File: src/rtl/branch_predictor_table_if.sv
// branch_predictor_table_if: request, feedback and statistics bundle between core and branch_predictor_table.
interface branch_predictor_table_if #(parameter int ADDR_WIDTH = 32);
    logic                  i_req_valid;
    logic [ADDR_WIDTH-1:0] i_req_pc;
    logic [ADDR_WIDTH-1:0] i_req_target;
    logic                  o_req_prediction;
    logic                  o_ready;
    logic                  i_fb_valid;
    logic [ADDR_WIDTH-1:0] i_fb_pc;
    logic                  i_fb_prediction;
    logic                  i_fb_outcome;
    logic [31:0]           o_br_count;
    logic [31:0]           o_miss_count;
    modport master (
        output i_req_valid, i_req_pc, i_req_target, i_fb_valid, i_fb_pc, i_fb_prediction, i_fb_outcome,
        input  o_req_prediction, o_ready, o_br_count, o_miss_count
    );
    modport slave (
        input  i_req_valid, i_req_pc, i_req_target, i_fb_valid, i_fb_pc, i_fb_prediction, i_fb_outcome,
        output o_req_prediction, o_ready, o_br_count, o_miss_count
    );
endinterface

File: src/rtl/branch_predictor_table.sv
// branch_predictor_table: PC-indexed table of saturating counters with init sweep, global history and stats.
// Define BP_GSHARE_EN to index the table with pc bits XOR global history (gshare); default is bimodal.
module branch_predictor_table #(
    parameter int ADDR_WIDTH = 32,
    parameter int INDEX_BITS = 6,
    parameter int CTR_BITS   = 2,
    parameter int HIST_BITS  = 6
) (
    input logic clk,
    input logic rst_n,
    branch_predictor_table_if.slave bp
);
    localparam int ENTRIES = 2 ** INDEX_BITS;
    localparam logic [CTR_BITS-1:0] CTR_WNT = CTR_BITS'((1 << (CTR_BITS - 1)) - 1);
    localparam logic [CTR_BITS-1:0] CTR_MAX = '1;
    localparam logic [INDEX_BITS-1:0] PTR_LAST = INDEX_BITS'(ENTRIES - 1);
    typedef enum logic {INIT, READY} state_t;
    state_t state, state_next;
    logic [INDEX_BITS-1:0] ptr;
    logic [HIST_BITS-1:0] ghr;
    logic [CTR_BITS-1:0] pht [ENTRIES];
    logic [INDEX_BITS-1:0] req_idx, fb_idx;
    logic [CTR_BITS-1:0] fb_ctr, fb_ctr_next;
    logic [31:0] br_count, miss_count;
    logic unused;
`ifdef BP_GSHARE_EN
    assign req_idx = bp.i_req_pc[INDEX_BITS+1:2] ^ INDEX_BITS'(ghr);
    assign fb_idx  = bp.i_fb_pc[INDEX_BITS+1:2] ^ INDEX_BITS'(ghr);
`else
    assign req_idx = bp.i_req_pc[INDEX_BITS+1:2];
    assign fb_idx  = bp.i_fb_pc[INDEX_BITS+1:2];
`endif
    // Bits outside the index window, the informational valid and (in bimodal) the history are not consumed.
    assign unused = ^{bp.i_req_valid, bp.i_req_pc[ADDR_WIDTH-1:INDEX_BITS+2], bp.i_req_pc[1:0],
                      bp.i_fb_pc[ADDR_WIDTH-1:INDEX_BITS+2], bp.i_fb_pc[1:0], ghr};
    always_comb begin
        state_next = state;
        if (state == INIT && ptr == PTR_LAST)
            state_next = READY;
    end
    always_ff @(posedge clk) begin
        if (!rst_n) begin
            state <= INIT;
            ptr   <= '0;
        end else begin
            state <= state_next;
            ptr   <= (state == INIT) ? ptr + 1'b1 : ptr;
        end
    end
    assign fb_ctr = pht[fb_idx];
    assign fb_ctr_next = bp.i_fb_outcome ? ((fb_ctr == CTR_MAX) ? fb_ctr : fb_ctr + 1'b1)
                                         : ((fb_ctr == '0) ? fb_ctr : fb_ctr - 1'b1);
    // The table itself needs no reset: the init sweep rewrites every entry.
    always_ff @(posedge clk) begin
        if (rst_n) begin
            if (state == INIT)
                pht[ptr] <= CTR_WNT;
            else if (bp.i_fb_valid)
                pht[fb_idx] <= fb_ctr_next;
        end
    end
    always_ff @(posedge clk) begin
        if (!rst_n)
            ghr <= '0;
        else if (state == READY && bp.i_fb_valid)
            ghr <= HIST_BITS'({ghr, bp.i_fb_outcome});
    end
    always_ff @(posedge clk) begin
        if (!rst_n) begin
            br_count   <= '0;
            miss_count <= '0;
        end else if (bp.i_fb_valid) begin
            br_count <= (&br_count) ? br_count : br_count + 32'd1;
            if (bp.i_fb_prediction != bp.i_fb_outcome)
                miss_count <= (&miss_count) ? miss_count : miss_count + 32'd1;
        end
    end
    assign bp.o_ready = (state == READY);
    assign bp.o_req_prediction = (state == READY) ? pht[req_idx][CTR_BITS-1] : (bp.i_req_target <= bp.i_req_pc);
    assign bp.o_br_count = br_count;
    assign bp.o_miss_count = miss_count;
endmodule

File: src/flat_wrapper.sv
// flat-port wrapper written by rule: the top's interface ports become plain ports
module branch_predictor_table_flat 
#(
    parameter int ADDR_WIDTH = 32,
    parameter int INDEX_BITS = 6,
    parameter int CTR_BITS   = 2,
    parameter int HIST_BITS  = 6
)
  (clk, rst_n, bp_i_req_valid, bp_i_req_pc, bp_i_req_target, bp_i_fb_valid, bp_i_fb_pc, bp_i_fb_prediction, bp_i_fb_outcome, bp_o_req_prediction, bp_o_ready, bp_o_br_count, bp_o_miss_count);
  branch_predictor_table_if #(.ADDR_WIDTH(ADDR_WIDTH)) bp_i ();
  input logic clk;
  input logic rst_n;
  input wire logic [$bits(bp_i.i_req_valid)-1:0] bp_i_req_valid;
  input wire logic [$bits(bp_i.i_req_pc)-1:0] bp_i_req_pc;
  input wire logic [$bits(bp_i.i_req_target)-1:0] bp_i_req_target;
  input wire logic [$bits(bp_i.i_fb_valid)-1:0] bp_i_fb_valid;
  input wire logic [$bits(bp_i.i_fb_pc)-1:0] bp_i_fb_pc;
  input wire logic [$bits(bp_i.i_fb_prediction)-1:0] bp_i_fb_prediction;
  input wire logic [$bits(bp_i.i_fb_outcome)-1:0] bp_i_fb_outcome;
  output wire logic [$bits(bp_i.o_req_prediction)-1:0] bp_o_req_prediction;
  output wire logic [$bits(bp_i.o_ready)-1:0] bp_o_ready;
  output wire logic [$bits(bp_i.o_br_count)-1:0] bp_o_br_count;
  output wire logic [$bits(bp_i.o_miss_count)-1:0] bp_o_miss_count;
  assign bp_i.i_req_valid = bp_i_req_valid;
  assign bp_i.i_req_pc = bp_i_req_pc;
  assign bp_i.i_req_target = bp_i_req_target;
  assign bp_i.i_fb_valid = bp_i_fb_valid;
  assign bp_i.i_fb_pc = bp_i_fb_pc;
  assign bp_i.i_fb_prediction = bp_i_fb_prediction;
  assign bp_i.i_fb_outcome = bp_i_fb_outcome;
  assign bp_o_req_prediction = bp_i.o_req_prediction;
  assign bp_o_ready = bp_i.o_ready;
  assign bp_o_br_count = bp_i.o_br_count;
  assign bp_o_miss_count = bp_i.o_miss_count;
  branch_predictor_table #(.ADDR_WIDTH(ADDR_WIDTH), .INDEX_BITS(INDEX_BITS), .CTR_BITS(CTR_BITS), .HIST_BITS(HIST_BITS)) u_core (.clk(clk), .rst_n(rst_n), .bp(bp_i));
endmodule
File: config.mk
export PLATFORM = sky130hd
export DESIGN_NAME = branch_predictor_table_flat
export DESIGN_NICKNAME = d
export VERILOG_FILES = /design/src/rtl/branch_predictor_table_if.sv /design/src/rtl/branch_predictor_table.sv /design/src/flat_wrapper.sv
export SDC_FILE = /design/constraint.sdc
export NUM_CORES = 1
export LEC_CHECK = 0
export CORE_MARGIN = 1.5
export CORE_UTILIZATION = 58
export CTS_CLUSTER_DIAMETER = 40
export DETAILED_ROUTE_END_ITERATION = 8
export PLACE_DENSITY = 0.95
export SYNTH_ARGS = -nofsm -noshare
export SYNTH_HDL_FRONTEND = slang
export SYNTH_SLANG_ARGS = --single-unit
File: constraint.sdc
create_clock -name clk -period 12.52 [get_ports clk]
set_input_delay 2.504 -clock clk [delete_from_list [all_inputs] [get_ports clk]]
set_output_delay 2.504 -clock clk [all_outputs]
set_load 0.02 [all_outputs]
* Word-level counts from Yosys, hierarchy flattened
Memories as Yosys holds them, arrays and structs flattened.
Cells that the tools add are included.
** Operators by class
- Add/sub/neg operators :: 5
- Magnitude comparators :: 1
- Equal/unequal tests :: 3
- Multiplexer cells :: 14
- Bitwise logic cells :: 3
- Reduce and logical (&&, ||, !) cells :: 7
** Operators by type and width (number)
- adder 32 x 1 -> 32 bit (second input constant) :: 2
- AND reduction 32 bit :: 2
- less-or-equal comparator 32 bit :: 1
- 2-to-1 mux 1 bit :: 9
- 2-to-1 mux 2 bit :: 4
- adder 6 x 1 -> 6 bit (second input constant) :: 1
- equality test 6 bit (second input constant) :: 1
- 2-to-1 mux 6 bit :: 1
- inverter 1 bit :: 3
- AND reduction 3 bit :: 1
- adder 2 x 1 -> 2 bit (second input constant) :: 1
- equality test 2 bit (second input constant) :: 1
- logical NOT 2 bit :: 1
- AND reduction 2 bit :: 1
- OR reduction 2 bit :: 1
- subtractor 2 x 1 -> 2 bit (second input constant) :: 1
- logical AND 1 bit :: 1
- != test 1 bit :: 1
** Word-level totals
- Register bits :: 71
- Bits in writable memories :: 128
- Input port bits :: 102
- Output and inout port bits :: 66
- Logic and storage cells :: 38
- Memories :: 1
** Memory list
- u_core.pht :: depth 64, bits a word 2, rd ports 2, clocked after Yosys merged registers in 0, write ports 1, RTL line branch_predictor_table.sv:21 : logic [CTR_BITS-1:0] pht [ENTRIES];

* Logic depth before layout (Yosys ltp)
- Depth after elaboration :: 6
- Mapped depth :: 10

* Worst setup path before layout
Ideal clock, no wire load.
- Path type :: input to output
- From :: input port bp_i_req_pc[3]
- To :: output port bp_o_req_prediction
- Data arrival time :: 4537 ps
- Data required time :: 10016 ps
- Path slack :: 5479 ps
- Stages :: 10
- Cells stage by stage :: clkbuf_1 clkbuf_1 inv_1 ha_1 a21oi_1 o21ai_0 a221oi_1 o31ai_1 a211oi_1 o311a_1
** Between the ends
- Word-level cells in the longest chain between the ends :: 2
- Elaborated cells between the ends (all ways) :: 3
- Classes of those cells :: 1 x order compare; 1 x mux; 1 x memory
** RTL lines
- start, declared :: RTL line flat_wrapper.sv:14 : input wire logic [$bits(bp_i.i_req_pc)-1:0] bp_i_req_pc;
- less-or-equal comparator 32 bit / memory read (64 x 2 bit) (equally long branches)
- 2-to-1 mux 1 bit * :: RTL line branch_predictor_table.sv:79 : assign bp.o_req_prediction = (state == READY) ? pht[req_idx][CTR_BITS-1] : (bp.i_req_target <= bp.i_req_pc);
- end, declared :: RTL line flat_wrapper.sv:20 : output wire logic [$bits(bp_i.o_req_prediction)-1:0] bp_o_req_prediction;
Mark *: on every way between the ends. The rest lies on a longest branch, timed or not.

* Worst setup path after layout
Ends and elaborated chain as after synthesis.

==> results.json <==
{
  "dp_slack_ps": 4190,
  "viasPerCell": 6.22,
  "synthesis.area_sq_um": 10300,
  "worst-path-stages": 10,
  "ys_seq_area_share_pct": 50.9,
  "maxSlewHeadroom_pct": 18.1,
  "grt_use_total_pct": 28.0,
  "fin_crit_sh_pct": 66.6,
  "endpoint": "bp_o_req_prediction",
  "fmax_mhz": 120,
  "synth_flop_cell": "edfxtp_1",
  "yosys-top-cells-area": "edfxtp_1, dfxtp_1, mux2i_1",
  "place_hpwl_um": 17500,
  "final.setup_skew_ps": 11.6,
  "finalHoldViolCount": 0,
  "r2r_slack_ps": 9240,
  "nets": 1186,
  "max-cap-violations": 0,
  "grt_max_degree": 78,
  "die_h_um": 136,
  "core_sq_um": 17400,
  "tns_ps": 0,
  "yosys_warnings": 0,
  "dr_total_vias": 8003,
  "clkLatencyLatePin_ps": 440,
  "cp_max_fo": 17,
  "synthCells": 918,
  "setup_viol": 0,
  "synth-seq-cells": 199,
  "final_antenna_net_count": 0,
  "slowest_stage": "clkdlybuf4s50_1",
  "fin_cells": 1287,
  "grt_pass1_vias": 7792,
  "drc_errors": 0,
  "synth_largest_area_cell": "edfxtp_1",
  "hold_path.class": "register to register",
  "syn-num-nets": 1055,
  "ir_worst_vdd_v": 0.000106,
  "io_buffers": 140,
  "synth.distinct_cells": 58,
  "clk_path_buf_depth": 2,
  "met3_length_um": 3190,
  "synth_edf_count": 128,
  "clk_pin_slew_ps": 70,
  "dr.max_layer_used": "met4",
  "crit_family": "buffers and inverters",
  "cts_buffers": 17,
  "drt-total-wl_um": 25800,
  "worst-path-buf-inv": 3,
  "ios": 168,
  "placed_cells": 1255,
  "h-tree-depth": 4,
  "path_cells": "clkdlybuf4s50_1 -> inv_1 -> ha_1 -> a21oi_1 -> o21ai_0 -> a221oi_1 -> o31ai_1 -> a211oi_1 -> o311a_1 -> clkdlybuf4s50_1",
  "yosys-top-cells-count": "edfxtp_1, nor2_1, dfxtp_1, nand2_1, and2_1",
  "ctsHoldBuffers": 0,
  "outcome": "finished clean",
  "yosysMostFrequentCell": "edfxtp_1",
  "clock-sinks": 199,
  "start_kind": "primary input",
  "grt_first_pass_wirelength_um": 39400,
  "cpPeakStageDelay_ps": 1180,
  "diodes": 0,
  "startpoint": "bp_i_req_pc[3]",
  "rows": 48,
  "gp_congestion": 0.888,
  "start_util_pct": 59.6,
  "worstSetupPathType": "primary input to output pin",
  "powerDensity_nw_per_um2": 108,
  "wl_met1_um": 9670,
  "area_growth_pct": 20.9,
  "rsz0062_at_grt": "false",
  "critPathMostFrequentCell": "clkdlybuf4s50_1",
  "fin_util_pct": 72.0,
  "synth_top_cell_area_share_pct": 37.2,
  "syn_avg_cell_area_sq_um": 11.3,
  "overflow": 0,
  "slew_viol_final": 0,
  "root_buffer": "clkbuf_16",
  "endpoint_kind": "output pin",
  "setup_slack_ps": 4180,
  "tightest_slew_ps": 1220,
  "antenna_found_initial": 0,
  "cts.repair.resized": 0,
  "p_leak_nw": 4.70,
  "reg2reg_to": "u_core.pht[54][1]$_DFFE_PP_",
  "dr.pass1.iters": 6,
  "dieWidth_um": 136,
  "crit_required_ps": 10020,
  "cts_tree": "yes",
  "wl_met2_um": 12200,
  "async_reset_ff_share_pct": 0,
  "fin_crit_ps": 8340,
  "rr_startpoint": "u_core.pht[22][1]$_DFFE_PP_",
  "crit_arrival_ps": 5830,
  "drt_iter0_drc": 756,
  "dieArea_sq_um": 18600,
  "power_mw": 1.35,
  "reg2reg_depth": 8,
  "avgRoutedWirePerCell_um": 20.0,
  "drive_gt1_share_pct": 6.69,
  "cts_setup_buffers": 0
}
==> power breakdown <==
group | internal [mW] | leakage [nW] | switching, mW
Sequential | 0.693 | 1.90 | 0.00430
Clock | 0.291 | 0.292 | 0.247
Combinational | 0.0563 | 2.51 | 0.0606
Total | 1.04 | 4.70 | 0.312
==> layer usage <==
layer	vias up	track usage (%)
met5	-	0
met4	0	10.7
met3	69	7.96
met2	500	46.6
met1	3791	34.6
li1	3643	-
==> area by class of cell <==
| type | count | area [sq um] |
|---|---|---|
| clock buffers | 21 | 503 |
| clock inverters | 11 | 83.8 |
| fillers | 1120 | 4860 |
| inverters | 39 | 146 |
| multi-input cells | 646 | 4780 |
| flip-flops and latches | 199 | 5270 |
| well taps | 225 | 282 |
| repair buffers | 146 | 1440 |
==> cells by family after synthesis <==
logic type | after synthesis | synth area share, %
adders and majority gates | 36 | 4.35
muxes | 82 | 11.2
buffers and inverters | 73 | 2.97
and+or+nand+nor | 373 | 19.2
xor gates and xnor gates | 60 | 5.08
AOI/OAI and AO/OA | 95 | 6.36
DFF | 199 | 50.9
==> worst reg2reg max path, stage by stage, from the launching register on <==
cell and delay (ps):
edfxtp_1 350, mux2i_1 80, a22oi_1 240, nand2_1 110
a2111oi_0 580, or3_1 250, maj3_2 180, and2_1 790
buf_4 470
==> placed cells by master, fill, tap and decap left out, types with 37 or more instances in the layout <==
cell             count
nand2_1             64
dfxtp_1             71
and2_1              59
mux2i_1             56
edfxtp_1           128
xnor2_1             37
nand3_1             40
inv_1               38
clkdlybuf4s50_1    138
nor2_1              79
==> stage by stage <==
stage / hold WS (ps) / cell area [sq um]
global placement: 491 / 11900
detailed placement: 507 / 11900
finish: 521 / 12500
floorplan: 502 / 10300
CTS: 520 / 12500
global route: 563 / 12500
==> worst min-delay path by stage <==
stage          slack [ps]                                    end  cells after the start                             startpoint
3_5_place_dp          510  u_core.bp.o_br_count[31]$_SDFFE_PN0P_                      2  u_core.bp.o_br_count[31]$_SDFFE_PN0P_
2_1_floorplan         500             u_core.ptr[5]$_SDFFE_PN0N_                      2             u_core.ptr[5]$_SDFFE_PN0N_
3_3_place_gp          490  u_core.bp.o_br_count[31]$_SDFFE_PN0P_                      2  u_core.bp.o_br_count[31]$_SDFFE_PN0P_
6_report              520  u_core.bp.o_br_count[31]$_SDFFE_PN0P_                      2  u_core.bp.o_br_count[31]$_SDFFE_PN0P_
4_1_cts               520  u_core.bp.o_br_count[31]$_SDFFE_PN0P_                      2  u_core.bp.o_br_count[31]$_SDFFE_PN0P_
5_1_grt               560  u_core.bp.o_br_count[31]$_SDFFE_PN0P_                      2  u_core.bp.o_br_count[31]$_SDFFE_PN0P_
==> sequential cells by signal (all words and copies together) (netlist names) <==
| name | flops |
|---|---|
| u_core.ptr | 6 |
| u_core.pht | 128 |
| u_core.bp.o_br_count | 32 |
| u_core.bp.o_miss_count | 32 |
| u_core.bp.o_ready | 1 |
Note: power is estimated with default switching activity, not from simulation.
